<file path="src/rtl/wb_rr_arbiter_if.sv">
// Bus bundle for wb_rr_arbiter: packed per-master request/response lanes, the
// single downstream slave port, the local register write strobe and the grant vector.
interface wb_rr_arbiter_if #(
  parameter int unsigned NUM_M  = 2,
  parameter int unsigned DATA_W = 16,
  parameter int unsigned ADDR_W = 24
);
  // Upstream masters, master i in slice [i*W +: W]
  logic [NUM_M-1:0]        m_wb_cyc;
  logic [NUM_M-1:0]        m_wb_stb;
  logic [NUM_M-1:0]        m_wb_we;
  logic [NUM_M-1:0]        m_wb_8_burst;
  logic [NUM_M-1:0]        m_wb_4_burst;
  logic [2*NUM_M-1:0]      m_wb_sel;
  logic [ADDR_W*NUM_M-1:0] m_wb_adr;
  logic [DATA_W*NUM_M-1:0] m_wb_o_dat;
  logic [NUM_M-1:0]        m_wb_ack;
  logic [NUM_M-1:0]        m_wb_err;
  logic [DATA_W-1:0]       m_wb_i_dat;

  // Downstream slave
  logic                    s_wb_cyc;
  logic                    s_wb_stb;
  logic                    s_wb_we;
  logic                    s_wb_8_burst;
  logic                    s_wb_4_burst;
  logic [1:0]              s_wb_sel;
  logic [ADDR_W-1:0]       s_wb_adr;
  logic [DATA_W-1:0]       s_wb_o_dat;
  logic                    s_wb_ack;
  logic                    s_wb_err;
  logic [DATA_W-1:0]       s_wb_i_dat;

  // Local register write and grant status
  logic                    loc_we;
  logic [DATA_W-1:0]       loc_dat;
  logic [NUM_M-1:0]        grant;

  modport arb (
    input  m_wb_cyc, m_wb_stb, m_wb_we, m_wb_8_burst, m_wb_4_burst,
    input  m_wb_sel, m_wb_adr, m_wb_o_dat,
    output m_wb_ack, m_wb_err, m_wb_i_dat,
    output s_wb_cyc, s_wb_stb, s_wb_we, s_wb_8_burst, s_wb_4_burst,
    output s_wb_sel, s_wb_adr, s_wb_o_dat,
    input  s_wb_ack, s_wb_err, s_wb_i_dat,
    output loc_we, loc_dat, grant
  );

  modport master (
    output m_wb_cyc, m_wb_stb, m_wb_we, m_wb_8_burst, m_wb_4_burst,
    output m_wb_sel, m_wb_adr, m_wb_o_dat,
    input  m_wb_ack, m_wb_err, m_wb_i_dat, grant
  );

  modport slave (
    input  s_wb_cyc, s_wb_stb, s_wb_we, s_wb_8_burst, s_wb_4_burst,
    input  s_wb_sel, s_wb_adr, s_wb_o_dat,
    output s_wb_ack, s_wb_err, s_wb_i_dat,
    input  loc_we, loc_dat
  );
endinterface

</file>
<file path="src/rtl/wb_rr_arbiter.sv">
// Round-robin N-master Wishbone arbiter/mux: whole-cycle grant lock, in-place
// local register write, and a stalled-slave timeout that answers with err.
module wb_rr_arbiter #(
  parameter int unsigned       NUM_M       = 2,
  parameter int unsigned       DATA_W      = 16,
  parameter int unsigned       ADDR_W      = 24,
  parameter int unsigned       TIMEOUT_CYC = 255,
  parameter logic [ADDR_W-1:0] LOCAL_ADDR  = ADDR_W'(24'h001001)
) (
  input  logic         i_clk,
  input  logic         i_rst,
  wb_rr_arbiter_if.arb bus
);
  localparam int unsigned       IDX_W    = (NUM_M > 1) ? $clog2(NUM_M) : 1;
  localparam int unsigned       TC_W     = (TIMEOUT_CYC > 0) ? $clog2(TIMEOUT_CYC + 1) : 1;
  localparam logic [TC_W-1:0]   TC_MAX   = TC_W'(TIMEOUT_CYC);
  localparam logic [IDX_W-1:0]  LAST_IDX = IDX_W'(NUM_M - 1);

  typedef enum logic {S_IDLE, S_BUSY} state_t;

  state_t             r_state;
  logic [IDX_W-1:0]   r_g;
  logic [IDX_W-1:0]   r_lg;
  logic [TC_W-1:0]    r_tc;

  logic [1:0]         w_sel [NUM_M];
  logic [ADDR_W-1:0]  w_adr [NUM_M];
  logic [DATA_W-1:0]  w_dat [NUM_M];

  logic               w_busy;
  logic [IDX_W-1:0]   w_mux;
  logic               w_own_cyc;
  logic               w_own_stb;
  logic               w_own_we;
  logic [ADDR_W-1:0]  w_own_adr;
  logic [DATA_W-1:0]  w_own_dat;
  logic               w_hit;
  logic               w_s_stb;
  logic               w_to;
  logic               w_ack_own;
  logic               w_err_own;
  logic [NUM_M-1:0]   w_onehot;
  logic [IDX_W-1:0]   w_next;
  logic [IDX_W-1:0]   w_cand;
  logic               w_found;

  for (genvar gi = 0; gi < NUM_M; gi++) begin : g_unpack
    assign w_sel[gi] = bus.m_wb_sel[2*gi +: 2];
    assign w_adr[gi] = bus.m_wb_adr[ADDR_W*gi +: ADDR_W];
    assign w_dat[gi] = bus.m_wb_o_dat[DATA_W*gi +: DATA_W];
  end

  // Owner lane; master 0 is presented while idle
  assign w_busy    = (r_state == S_BUSY);
  assign w_mux     = w_busy ? r_g : '0;
  assign w_own_cyc = bus.m_wb_cyc[w_mux];
  assign w_own_stb = bus.m_wb_stb[w_mux];
  assign w_own_we  = bus.m_wb_we[w_mux];
  assign w_own_adr = w_adr[w_mux];
  assign w_own_dat = w_dat[w_mux];

  assign w_hit   = w_busy & w_own_cyc & w_own_stb & w_own_we & (w_own_adr == LOCAL_ADDR);
  assign w_s_stb = w_busy & w_own_stb & ~w_hit;

  // Timeout fires only when nothing else answers in the same cycle
  assign w_to = (TIMEOUT_CYC != 0) && (r_tc == TC_MAX) && w_s_stb
                && !bus.s_wb_ack && !bus.s_wb_err;

  assign w_ack_own = w_busy & (bus.s_wb_ack | w_hit);
  assign w_err_own = w_busy & (bus.s_wb_err | w_to);
  assign w_onehot  = NUM_M'(1) << r_g;

  // Slave side; data fields forced low while reset is held
  assign bus.s_wb_cyc     = w_busy & w_own_cyc;
  assign bus.s_wb_stb     = w_s_stb;
  assign bus.s_wb_we      = ~i_rst & w_own_we;
  assign bus.s_wb_8_burst = ~i_rst & bus.m_wb_8_burst[w_mux];
  assign bus.s_wb_4_burst = ~i_rst & bus.m_wb_4_burst[w_mux];
  assign bus.s_wb_sel     = i_rst ? 2'b00 : w_sel[w_mux];
  assign bus.s_wb_adr     = i_rst ? '0 : w_own_adr;
  assign bus.s_wb_o_dat   = i_rst ? '0 : w_own_dat;

  assign bus.m_wb_ack   = w_ack_own ? w_onehot : '0;
  assign bus.m_wb_err   = w_err_own ? w_onehot : '0;
  assign bus.m_wb_i_dat = bus.s_wb_i_dat;
  assign bus.grant      = w_busy ? w_onehot : '0;
  assign bus.loc_we     = w_hit;
  assign bus.loc_dat    = w_own_dat;

  // First requester at or after lg+1, wrapping
  always_comb begin
    w_next  = r_lg;
    w_cand  = '0;
    w_found = 1'b0;
    for (int unsigned k = 1; k <= NUM_M; k++) begin
      w_cand = IDX_W'((32'(r_lg) + k) % NUM_M);
      if (!w_found && bus.m_wb_cyc[w_cand]) begin
        w_next  = w_cand;
        w_found = 1'b1;
      end
    end
  end

  always_ff @(posedge i_clk or posedge i_rst) begin
    if (i_rst) begin
      r_state <= S_IDLE;
      r_g     <= '0;
      r_lg    <= LAST_IDX;
      r_tc    <= '0;
    end else begin
      case (r_state)
        S_IDLE: begin
          if (w_found) begin
            r_state <= S_BUSY;
            r_g     <= w_next;
            r_lg    <= w_next;
          end
        end
        S_BUSY: begin
          if (!w_own_cyc) r_state <= S_IDLE;
        end
        default: r_state <= S_IDLE;
      endcase

      // Counts unanswered strobe cycles; any response or idle strobe restarts it
      if ((r_state == S_IDLE) || !w_s_stb || w_ack_own || w_err_own) begin
        r_tc <= '0;
      end else if (r_tc != TC_MAX) begin
        r_tc <= r_tc + TC_W'(1);
      end
    end
  end
endmodule

</file>
<file path="src/flat_wrapper.sv">
// flat-port wrapper written by rule: the top's interface ports become plain ports
module wb_rr_arbiter_flat 
#(
  parameter int unsigned       NUM_M       = 2,
  parameter int unsigned       DATA_W      = 16,
  parameter int unsigned       ADDR_W      = 24,
  parameter int unsigned       TIMEOUT_CYC = 255,
  parameter logic [ADDR_W-1:0] LOCAL_ADDR  = ADDR_W'(24'h001001)
)
  (i_clk, i_rst, bus_m_wb_cyc, bus_m_wb_stb, bus_m_wb_we, bus_m_wb_8_burst, bus_m_wb_4_burst, bus_m_wb_sel, bus_m_wb_adr, bus_m_wb_o_dat, bus_m_wb_ack, bus_m_wb_err, bus_m_wb_i_dat, bus_s_wb_cyc, bus_s_wb_stb, bus_s_wb_we, bus_s_wb_8_burst, bus_s_wb_4_burst, bus_s_wb_sel, bus_s_wb_adr, bus_s_wb_o_dat, bus_s_wb_ack, bus_s_wb_err, bus_s_wb_i_dat, bus_loc_we, bus_loc_dat, bus_grant);
  wb_rr_arbiter_if #(.NUM_M(NUM_M), .DATA_W(DATA_W), .ADDR_W(ADDR_W)) bus_i ();
  input  logic i_clk;
  input  logic i_rst;
  input wire logic [$bits(bus_i.m_wb_cyc)-1:0] bus_m_wb_cyc;
  input wire logic [$bits(bus_i.m_wb_stb)-1:0] bus_m_wb_stb;
  input wire logic [$bits(bus_i.m_wb_we)-1:0] bus_m_wb_we;
  input wire logic [$bits(bus_i.m_wb_8_burst)-1:0] bus_m_wb_8_burst;
  input wire logic [$bits(bus_i.m_wb_4_burst)-1:0] bus_m_wb_4_burst;
  input wire logic [$bits(bus_i.m_wb_sel)-1:0] bus_m_wb_sel;
  input wire logic [$bits(bus_i.m_wb_adr)-1:0] bus_m_wb_adr;
  input wire logic [$bits(bus_i.m_wb_o_dat)-1:0] bus_m_wb_o_dat;
  output wire logic [$bits(bus_i.m_wb_ack)-1:0] bus_m_wb_ack;
  output wire logic [$bits(bus_i.m_wb_err)-1:0] bus_m_wb_err;
  output wire logic [$bits(bus_i.m_wb_i_dat)-1:0] bus_m_wb_i_dat;
  output wire logic [$bits(bus_i.s_wb_cyc)-1:0] bus_s_wb_cyc;
  output wire logic [$bits(bus_i.s_wb_stb)-1:0] bus_s_wb_stb;
  output wire logic [$bits(bus_i.s_wb_we)-1:0] bus_s_wb_we;
  output wire logic [$bits(bus_i.s_wb_8_burst)-1:0] bus_s_wb_8_burst;
  output wire logic [$bits(bus_i.s_wb_4_burst)-1:0] bus_s_wb_4_burst;
  output wire logic [$bits(bus_i.s_wb_sel)-1:0] bus_s_wb_sel;
  output wire logic [$bits(bus_i.s_wb_adr)-1:0] bus_s_wb_adr;
  output wire logic [$bits(bus_i.s_wb_o_dat)-1:0] bus_s_wb_o_dat;
  input wire logic [$bits(bus_i.s_wb_ack)-1:0] bus_s_wb_ack;
  input wire logic [$bits(bus_i.s_wb_err)-1:0] bus_s_wb_err;
  input wire logic [$bits(bus_i.s_wb_i_dat)-1:0] bus_s_wb_i_dat;
  output wire logic [$bits(bus_i.loc_we)-1:0] bus_loc_we;
  output wire logic [$bits(bus_i.loc_dat)-1:0] bus_loc_dat;
  output wire logic [$bits(bus_i.grant)-1:0] bus_grant;
  assign bus_i.m_wb_cyc = bus_m_wb_cyc;
  assign bus_i.m_wb_stb = bus_m_wb_stb;
  assign bus_i.m_wb_we = bus_m_wb_we;
  assign bus_i.m_wb_8_burst = bus_m_wb_8_burst;
  assign bus_i.m_wb_4_burst = bus_m_wb_4_burst;
  assign bus_i.m_wb_sel = bus_m_wb_sel;
  assign bus_i.m_wb_adr = bus_m_wb_adr;
  assign bus_i.m_wb_o_dat = bus_m_wb_o_dat;
  assign bus_m_wb_ack = bus_i.m_wb_ack;
  assign bus_m_wb_err = bus_i.m_wb_err;
  assign bus_m_wb_i_dat = bus_i.m_wb_i_dat;
  assign bus_s_wb_cyc = bus_i.s_wb_cyc;
  assign bus_s_wb_stb = bus_i.s_wb_stb;
  assign bus_s_wb_we = bus_i.s_wb_we;
  assign bus_s_wb_8_burst = bus_i.s_wb_8_burst;
  assign bus_s_wb_4_burst = bus_i.s_wb_4_burst;
  assign bus_s_wb_sel = bus_i.s_wb_sel;
  assign bus_s_wb_adr = bus_i.s_wb_adr;
  assign bus_s_wb_o_dat = bus_i.s_wb_o_dat;
  assign bus_i.s_wb_ack = bus_s_wb_ack;
  assign bus_i.s_wb_err = bus_s_wb_err;
  assign bus_i.s_wb_i_dat = bus_s_wb_i_dat;
  assign bus_loc_we = bus_i.loc_we;
  assign bus_loc_dat = bus_i.loc_dat;
  assign bus_grant = bus_i.grant;
  wb_rr_arbiter #(.NUM_M(NUM_M), .DATA_W(DATA_W), .ADDR_W(ADDR_W), .TIMEOUT_CYC(TIMEOUT_CYC), .LOCAL_ADDR(LOCAL_ADDR)) u_core (.i_clk(i_clk), .i_rst(i_rst), .bus(bus_i));
endmodule
</file>
<file path="config.mk">
export PLATFORM = sky130hd
export DESIGN_NAME = wb_rr_arbiter_flat
export DESIGN_NICKNAME = d
export VERILOG_FILES = /design/src/rtl/wb_rr_arbiter_if.sv /design/src/rtl/wb_rr_arbiter.sv /design/src/flat_wrapper.sv
export SDC_FILE = /design/constraint.sdc
export NUM_CORES = 1
export LEC_CHECK = 0
export ABC_AREA = 1
export ABC_CLOCK_PERIOD_IN_PS = 2270
export CORE_AREA = 2 2 84 86
export CTS_CLUSTER_SIZE = 25
export DETAILED_ROUTE_END_ITERATION = 12
export DIE_AREA = 0 0 86 88
export MAX_ROUTING_LAYER = met4
export PLACE_DENSITY_LB_ADDON = 0.08
export SYNTH_ARGS = -nofsm -noshare
export SYNTH_HDL_FRONTEND = slang
export SYNTH_SLANG_ARGS = --single-unit
</file>
<file path="constraint.sdc">
create_clock -name i_clk -period 2.27 [get_ports i_clk]
set_input_delay 0.5675 -clock i_clk [delete_from_list [all_inputs] [get_ports i_clk]]
set_output_delay 0.5675 -clock i_clk [all_outputs]
set_load 0.02 [all_outputs]
</file>
; After elaboration in Yosys (flattened, before gate mapping)
; Index checks and enable logic that the tools add are counted.
[word_totals]
register_bits = 11
latchBits = 0
ram_bits = 0
rom_bits = 0
input_bits = 114
output_inout_bits = 86
word_cells = 84
memories = 0
[classes]
add_sub_neg = 3
mul = 0
div_mod_pow = 0
magnitude_cmp = 4
n_eq_ne = 3
shift = 1
n_mux = 39
bitwise = 17
n_reduce_logical = 13
[ops]
columns = op, n
row1 = 24-bit 2-to-1 mux, 4
row2 = 16-bit 2-to-1 mux, 4
row3 = "24-bit by 13-bit equality test with 1-bit output, second input constant", 1
row4 = 1-bit 2-to-1 mux, 21
row5 = 8-bit 2-to-1 mux, 2
row6 = 2-bit 2-to-1 mux, 7
row7 = 1-bit AND, 11
row8 = "8-bit by 1-bit adder with 8-bit output, second input constant", 1
row9 = "8-bit equality test, second input constant", 1
row10 = "8-bit != test, second input constant", 1
row11 = "1-bit by 2-bit less-than comparator with 1-bit output, second input constant", 3
row12 = 1-bit logical AND, 4
row13 = 1-bit zero test, 4
row14 = 1-bit logical OR, 3
row15 = 1-bit NOT, 3
row16 = "1-bit adder, second input constant", 2
row17 = "2-bit greater-or-equal comparator, second input constant", 1
row18 = 1-bit NOT with 2-bit output, 1
row19 = 1-bit OR, 2
row20 = 1-bit one-hot mux with 2 select lines, 1
row21 = 2-bit AND reduction, 1
row22 = 2-bit nonzero test, 1
row23 = "1-bit by 1-bit left shift with 2-bit output, first input constant", 1

; Depth between registers and ports, before layout
[depth]
word_depth = 16
mapped_depth = 14
mapped_depth_nobuf = 12

; Worst setup path before layout
; OpenSTA, ideal clock, no wires.
[synth_timing]
path_kind = input -> output
startpoint = input port bus_m_wb_cyc[1]
endpoint = output port bus_s_wb_stb
arrival_ns = 1.699
t_required_ns = 1.702
setup_slack_ns = 0.003
path_stages = 7
n_path_buf = 0
cell_sequence = nand3_1 nand2_1 nand2_1 nor3_1 nand4_1 nor2_1 nor2_1
[synth_between]
elab_chain_cells = 8
[synth_lines]
columns = item, line_no
row1 = "start, declared", flat_wrapper.sv:14  ; input wire logic [$bits(bus_i.m_wb_cyc)-1:0] bus_m_wb_cyc;
row2 = 1-bit 2-to-1 mux (implied by the code) (2 in a row), wb_rr_arbiter.sv:56  ; assign w_own_cyc = bus.m_wb_cyc[w_mux];
row3 = 1-bit AND, -
row4 = net bus_s_wb_cyc, flat_wrapper.sv:25  ; output wire logic [$bits(bus_i.s_wb_cyc)-1:0] bus_s_wb_cyc;
row5 = 1-bit AND (3 in a row), wb_rr_arbiter.sv:62  ; assign w_hit = w_busy & w_own_cyc & w_own_stb & w_own_we & (w_own_adr == LOCAL_ADDR);
row6 = net bus_loc_we, flat_wrapper.sv:36  ; output wire logic [$bits(bus_i.loc_we)-1:0] bus_loc_we;
row7 = 1-bit NOT, wb_rr_arbiter.sv:63  ; assign w_s_stb = w_busy & w_own_stb & ~w_hit;
row8 = 1-bit AND, wb_rr_arbiter.sv:63
row9 = "end, declared", flat_wrapper.sv:26  ; output wire logic [$bits(bus_i.s_wb_stb)-1:0] bus_s_wb_stb;
; The timed path passes the listed nets, and every way through them passes these cells. The select of a mux whose other input is x is not followed.

; Final worst setup path
[layout_timing]
startpoint = input port bus_m_wb_adr[11]
endpoint = output port bus_m_wb_err[0]
[layout_between]
elab_chain_cells = 13
[layout_lines]
columns = item, line_no
row1 = "start, declared", flat_wrapper.sv:20  ; input wire logic [$bits(bus_i.m_wb_adr)-1:0] bus_m_wb_adr;
row2 = 24-bit 2-to-1 mux (implied by the code) (3 in a row), wb_rr_arbiter.sv:59  ; assign w_own_adr = w_adr[w_mux];
row3 = 24-bit by 13-bit equality test with 1-bit output, wb_rr_arbiter.sv:62
row4 = 1-bit AND, wb_rr_arbiter.sv:62
row5 = 1-bit NOT, wb_rr_arbiter.sv:63
row6 = 1-bit AND, wb_rr_arbiter.sv:63
row7 = 1-bit logical AND, wb_rr_arbiter.sv:66  ; assign w_to = (TIMEOUT_CYC != 0) && (r_tc == TC_MAX) && w_s_stb
row8 = 1-bit logical AND (2 in a row), wb_rr_arbiter.sv:67  ; && !bus.s_wb_ack && !bus.s_wb_err;
row9 = 1-bit OR, wb_rr_arbiter.sv:70  ; assign w_err_own = w_busy & (bus.s_wb_err | w_to);
row10 = 1-bit AND, wb_rr_arbiter.sv:70
row11 = 2-bit 2-to-1 mux, wb_rr_arbiter.sv:84  ; assign bus.m_wb_err = w_err_own ? w_onehot : '0;
row12 = "end, declared", flat_wrapper.sv:23  ; output wire logic [$bits(bus_i.m_wb_err)-1:0] bus_m_wb_err;
; No other way between the ends. The select of a mux whose other input is x is not followed.

==> results by group <==
Status
  • Outcome: complete, but fails checks
  • Violated checks: negative setup slack

Setup path
  • Crit-path most repeated cell: nand2_2
  • Worst r2r src: u_core.r_g
  • CP Max Fanout: 3
  • Crit Path Category: input pin to output port
  • Crit. Startpoint: bus_m_wb_adr[11]
  • Worst Setup Start Kind: input pin
  • Slowest CP cell: clkdlybuf4s50_1
  • CP required: 1.70 ns
  • WP data arrival: just over 2 ns
  • Critical path, cell by cell: clkdlybuf4s50_1, inv_1, nand2_1, nand2_2, nand2_2, nor2_2, nand2_1, nor2_2, nand2_2, nand3_2, nand2_4, nand2_2, nor2_1, buf_4
  • Worst setup EP type: output port
  • CP peak stage delay: 0.45 ns

Detailed routing
  • DR pass1 iterations: 4
  • Metal2 WL: 4450 um
  • Routed wire per std cell: 13.0 um
  • Drt via density: 4.53
  • Final ANT Viol Nets: 0
  • Met1 wire length: ~3300 um
  • Max layer used: met4
  • Residual DRC: 0
  • Vias: a little under 3000
  • Post-Route WL: 8480 um
  • Met3 wire length: 589 um
  • Iter 0 DRT Violations: 59

Placement
  • Pre-CTS setup slack: -0.814 ns
  • GPL Wtd Cong: 0.823
  • Detailed Place HPWL: 6380 um
  • Port bufs: between 150 and 200
  • Cells after DPL: 628
  • Area post-placement: just under 0.004 mm^2

Global route
  • Largest net degree at the start of global routing: 21
  • Final global-route overflow total: 0
  • First-pass GRT wire length: 13200 um
  • Initial antenna violation count: 0
  • Vias in the first global route: around 2800
  • Gr usage total: 0.223

Job
  • # Max-Cap Violations: 0

Floorplan
  • Die height: 88 um
  • Initial Util: 0.293
  • Die area: 0.00757 mm^2
  • Core area: 0.00664 mm^2
  • Row count: 30
  • Die W: roughly 86 um
  • Top-level I/O count: 200

Cells and area
  • Final Core Density: 0.660
  • Layout cell share with drive strength beyond 1: 0.401
  • Final layout net count: 687
  • Layout area overhead: 125%
  • Final Cell Area: roughly 0.0044 mm^2
  • Final Non-Filler Cells: 651
  • Area used by multi-input combinational logic: between 0.001 and 0.0015 mm^2
  • Layout fillers: 636
  • Storage element area: 279 um^2
  • Ant diodes: 0

Logic synthesis
  • Avg Inst Size Synth: ~5.3 um^2
  • Async SR Flop Fraction: 1.00
  • Post-Synth Adder-Cell Area: 0.00643
  • Synth Area in Compound Gates: 0.0784
  • Post-Synth Simple-Gate Area: 0.499
  • Synthesized instance count: 364
  • Synth area leaders: nand2_1 (17%), dfrtp_1 (13%), inv_1 (13%), nor2_1 (13%), nand3_1 (7.2%)
  • Syn_nets: 479
  • Sequential element share of the synthesized area: 0.142
  • Largest family of logic cells by synthesized area: simple AND/OR/NAND/NOR gates
  • Count leader, synth: nand2_1
  • XOR/XNOR Fraction of Synth Area: 0.0180
  • Synth top cells by count: nand2_1 (87), inv_1 (66), nor2_1 (66)
  • Synth cell types: 27
  • Synth warn: 0
  • Area leader, netlist: nand2_1
  • Flops & latches, synth: 11
  • Synth top area share: 0.168
  • Mux contribution to synthesized area: 0
  • EDFF count, synth: 0
  • Mapped Area: about 0.002 mm^2
  • Dominant synthesized flop cell: dfrtp_1

Pwr
  • Internal power: 2.13 mW
  • Sequential power share: 0.075
  • Pleak: 2.26 nW
  • Cell Pwr Density: 942 mW/mm^2
  • Comb power frac: 0.876
  • Clk pwr share: 0.049
  • Sw frac: 0.485
  • Reported net switching power: 2.00 mW
  • Tot Pwr: ~4.1 mW
  • Max IR drop VDD: 0.516 mV

CTS
  • Clock net sink count: 11
  • CTS tree: done
  • Clock tree buffer depth: 2
  • Worst-path clk slew: about 0.050 ns
  • H-tree Lvls: 1
  • Num CTS Buffers: 3
  • Quantity of hold-fixing buffers added after cts: 0
  • Clk_lat worst skew: around 0.25 ns
  • CTS root buf: clkbuf_8

Timing
  • Final setup violation count: 22
  • Final period util: 1.14
  • Worst-Margin Slew: 0.378 ns
  • Max Clock Freq: 0.387 GHz
  • RSZ-0062 raised after global routing: true
  • Min cycle time layout: 2.58 ns
  • Setup Skew: 0.00222 ns
  • Max Slew Vio Count: 0
  • Final hold viol count: 0
  • Slew headroom: 0.745
  • Final worst slack: -0.315 ns

Min path
  • Hold_sp: u_core.r_lg
  • Worst Hold Class: flop to flop
[per-stage QoR]
stage / setup TNS [ns] / hold WS (ns)
4_1_cts: -2.97 / 0.476
3_5_place_dp: -28.81 / 0.468
5_1_grt: -4.58 / 0.506
3_3_place_gp: -28.34 / 0.456
2_1_floorplan: 0 / 0.441
6_report: -2.72 / 0.476
[layer usage]
metal  track usage  vias to the layer above
met5             -                        -
met4        0.0519                        0
met3        0.0189                       13
met2         0.417                      108
met1         0.257                     1331
li1              -                     1494
[final timing paths]
check | end | slack (ns) | cells past startpoint
worst max-delay path | bus_m_wb_err[0] | -0.31 | 14
worst min-delay path | u_core.r_lg | 0.48 | 2
worst max register to register | u_core.r_tc[3] | 0.36 | 12
worst min register to register | u_core.r_lg | 0.48 | 2
max in group asynchronous | u_core.r_lg | 1.37 | 3
min in group asynchronous | u_core.r_tc[2] | 0.67 | 3
[registers in the layout, summed over array words and instances, names as in the netlist]
name	flops
u_core.r_state	1
u_core.r_tc	8
u_core.r_g	1
u_core.r_lg	1
[power by group through the flow]
stage	Combinational, mW	Clock, mW	Sequential, mW
after detailed placement	2.90	0	0.287
after floorplan	1.60	0	0.247
after global routing	3.90	0.218	0.312
after global placement	2.88	0	0.286
final	3.62	0.204	0.308
after CTS	3.36	0.208	0.308
[cells in the final DEF, fill, tap and decap left out, drive strengths merged]
cell type      Yosys  final
dfrtp             10     10
nand2             90     91
dfstp              1      1
or2               16     16
dlymetal6s2s       0      2
nand3             29     29
and2               2      2
clkdlybuf4s15      0      3
clkbuf             9     10
ha                 1      1
bufbuf             0      1
nor2              67     67
buf               25    120
dlygate4sd2        0     17
nand3b             1      1
nor3              11     11
o21ai             24     24
nand4              3      3
clkdlybuf4s50      0     87
xnor2              2      2
xor2               2      2
a21oi              5      5
inv               66     66
[what timing repair did]
action,in CTS,in global routing
resized for setup,344,80
setup buffers,15,4
endpoints found under the setup margin,70,58
pin swaps,28,26
gates cloned,3,1
[logic make-up after synthesis]
| logic type | Yosys count |
|---|---|
| compound gates | 29 |
| xor+xnor | 4 |
| fa+ha+maj | 1 |
| buf+inv | 100 |
| flops | 11 |
| simple gates | 219 |
[layout make-up]
class                           count  share of cell area
Tap cell                           80              0.0228
Multi-Input combinational cell    254               0.340
Timing Repair Buffer              236               0.505
Clock buffer                        4              0.0103
Inverter                           66              0.0582
Sequential cell                    11              0.0636
[worst max-delay path, delay by kind of cell]
kind                   cells  cell delay, ns
AND/OR/NAND/NOR           11            0.80
buffers and inverters      3            0.65
Power figures use the tool's default switching activity.
==> edit, RTL diff (same flow settings) <==
`DATA_W` is set to 16 in 3 places; all go to 20.
--- a/src/rtl/wb_rr_arbiter_if.sv
+++ b/src/rtl/wb_rr_arbiter_if.sv
@@ -3,5 +3,5 @@
 interface wb_rr_arbiter_if #(
   parameter int unsigned NUM_M  = 2,
-  parameter int unsigned DATA_W = 16,
+  parameter int unsigned DATA_W = 20,
   parameter int unsigned ADDR_W = 24
 );
--- a/src/rtl/wb_rr_arbiter.sv
+++ b/src/rtl/wb_rr_arbiter.sv
@@ -3,5 +3,5 @@
 module wb_rr_arbiter #(
   parameter int unsigned       NUM_M       = 2,
-  parameter int unsigned       DATA_W      = 16,
+  parameter int unsigned       DATA_W      = 20,
   parameter int unsigned       ADDR_W      = 24,
   parameter int unsigned       TIMEOUT_CYC = 255,
--- a/src/flat_wrapper.sv
+++ b/src/flat_wrapper.sv
@@ -3,5 +3,5 @@
 #(
   parameter int unsigned       NUM_M       = 2,
-  parameter int unsigned       DATA_W      = 16,
+  parameter int unsigned       DATA_W      = 20,
   parameter int unsigned       ADDR_W      = 24,
   parameter int unsigned       TIMEOUT_CYC = 255,
Interface: changed (5 resized); port bits go from 200 to 224. No check against the original RTL was run, so the function may have changed too.
==> edit against the original RTL <==
- the flow still finishes with violations (negative setup slack)
- power rose by 6.0%
- utilization increased by 2.5 points
- area after synthesis grew 5.6%
- wire length grew 17%
- combinational power is 6.6% higher
- setup slack got worse by 98 ps
- sequential cell count unchanged
- final area up 3.8%
==> edit: results <==
{
  "status": "finished with violations",
  "failed_checks": "negative setup slack",
  "post-route-worst-setup-slack_ps": -413,
  "largest_reg_flops": 8,
  "worst_setup_path_start_kind": "flop",
  "r2r_end": "u_core.r_tc[1]",
  "vias_per_cell": 4.62,
  "drive_gt1_share_pct": 39.7,
  "first_global_vias": 2967,
  "routabilityCongestion": 0.878,
  "antenna_found_initial": 0,
  "synth-seq-area-share_pct": 13.5,
  "ys_types": 30,
  "maxSlewViolCount": 0,
  "detailed_place_hpwl_mm": 7.28,
  "register_with_the_most_flip_flops": "u_core.r_tc",
  "nNetsFinal": 727,
  "worst_pin_slew_ps": 358,
  "grt_start_max_net_pins": 31,
  "async_flop_share_pct": 100,
  "report.final.setup_viol": 20,
  "postSynthNetCount": 512,
  "clockRootBuffer": "sky130_fd_sc_hd__clkbuf_8",
  "cts_made_buffers": 3,
  "detailedRoute.firstPassIterationCount": 4,
  "clock_insertion_delay_worst_skew_ps": 240,
  "clk_pin_slew_ps": 50,
  "post_synth_most_frequent_cells": "sky130_fd_sc_hd__nand2_1, sky130_fd_sc_hd__nor2_1, sky130_fd_sc_hd__inv_1",
  "detail_route.iter0.violations": 109,
  "setup.reg_to_reg.worst_slack_ps": 150,
  "power.ir.vdd_worst_mv": 0.628,
  "critical-path-top-delay-family": "simple AND/OR/NAND/NOR gates",
  "groute.usage.overall_pct": 24.4,
  "num-fill-cells": 614,
  "worst_path_max_delay_cell": "sky130_fd_sc_hd__dfrtp_2",
  "min_path_type": "input pin to asynchronous set/reset pin",
  "synth.yosys.warnings": 0,
  "rr_startpoint": "u_core.r_g",
  "synth_flop_cell": "sky130_fd_sc_hd__dfrtp_1",
  "h_tree_level_count": 1,
  "timing.critical_path.fanout_max": 7,
  "totalWireLength_mm": 9.95,
  "critPathMaxStageDelay_ps": 540,
  "place.port_buffers": 183,
  "end_point_of_the_critical_path": "bus_m_wb_ack[0]",
  "worst-endpoint-arrival_ps": 2120,
  "netlist_top_cells_area": "sky130_fd_sc_hd__nand2_1, sky130_fd_sc_hd__nor2_1, sky130_fd_sc_hd__inv_1",
  "r2r_cells": 14,
  "clock_tree.buffer_depth": 2,
  "grt_pass1_wl_mm": 14.3,
  "skew_ps": 2.22,
  "hold_violations": 0,
  "antenna_diode_count": 0,
  "pleak_uw": 0.00236
}
edit: cell count changes in the layout (fill, tap and decap cells not counted), moves of 3 or more:
cell,before,now
sky130_fd_sc_hd__buf_6,25,32
sky130_fd_sc_hd__dlygate4sd2_1,17,23
sky130_fd_sc_hd__nor2_1,55,60
sky130_fd_sc_hd__nand3_1,18,22
sky130_fd_sc_hd__o21ai_1,0,4
sky130_fd_sc_hd__nand3_2,10,7
sky130_fd_sc_hd__o21ai_0,6,3
sky130_fd_sc_hd__or2_4,16,19
edit: stage by stage:
stage	cell area [µm²]	setup WS (ps)	setup TNS, ps	hold WS (ps)	instances
6_report	4550	-413	-2600	445	679
3_3_place_gp	4040	-858	-23010	459	653
2_1_floorplan	2060	3.48	0	440	385
5_1_grt	4550	-491	-4920	497	679
4_1_cts	4020	-297	-1800	447	665
3_5_place_dp	4040	-866	-23610	467	653
edit: how the worst min path moves through the flow:
stage | start | end | cells after the start
final | i_rst | u_core.r_tc[3] | 3
after global routing | i_rst | u_core.r_tc[3] | 3
after CTS | i_rst | u_core.r_tc[4] | 3
after detailed placement | u_core.r_lg | u_core.r_lg | 2
after global placement | u_core.r_lg | u_core.r_lg | 2
after floorplan | u_core.r_tc[0] | u_core.r_tc[0] | 1
edit: tightest hold or removal path, stage by stage:
cell                    delay [ps]
sky130_fd_sc_hd__buf_2         130
sky130_fd_sc_hd__inv_1         120
sky130_fd_sc_hd__buf_4         210
edit: what timing repair did:
action	4_1_cts	5_1_grt
hold endpoints to repair	0	0
gates resized for setup	328	188
setup endpoints to repair	78	63
gates cloned	1	3
buffers inserted	7	11
pin swaps	30	36
edit: power breakdown:
group | internal (µW) | switching (µW)
sequential | 235 | 79.5
clock | 123 | 75.6
combinational | 1840 | 2020
edit: final cells by class:
class                      count  share of cell area (%)
sequential                    11                    6.13
clock buffer                   4                   0.990
inverter                      68                    5.83
multi-input combinational    268                    34.2
timing repair buffer         248                    50.6
tap                           80                    2.20
edit: cell families (layout without fill, tap and decap cells):
| kind of cell | after synthesis | after routing | share of synthesized area (%) |
|---|---|---|---|
| AND/OR/NAND/NOR | 229 | 230 | 49.6 |
| buffers and inverters | 107 | 320 | 26.5 |
| AO/OA/AOI/OAI | 34 | 34 | 8.58 |
| flip-flops | 11 | 11 | 13.5 |
| XOR/XNOR | 3 | 3 | 1.28 |
| adder cells (fa/ha/maj) | 1 | 1 | 0.609 |
edit: routing by layer:
layer / up-vias / track usage (%) / wire length, µm
met5: - / - / 0
met3: 22 / 3.49 / 753
met2: 138 / 45.3 / 5200
met1: 1404 / 27.0 / 3740
met4: 0 / 6.93 / 252
li1: 1570 / - / -
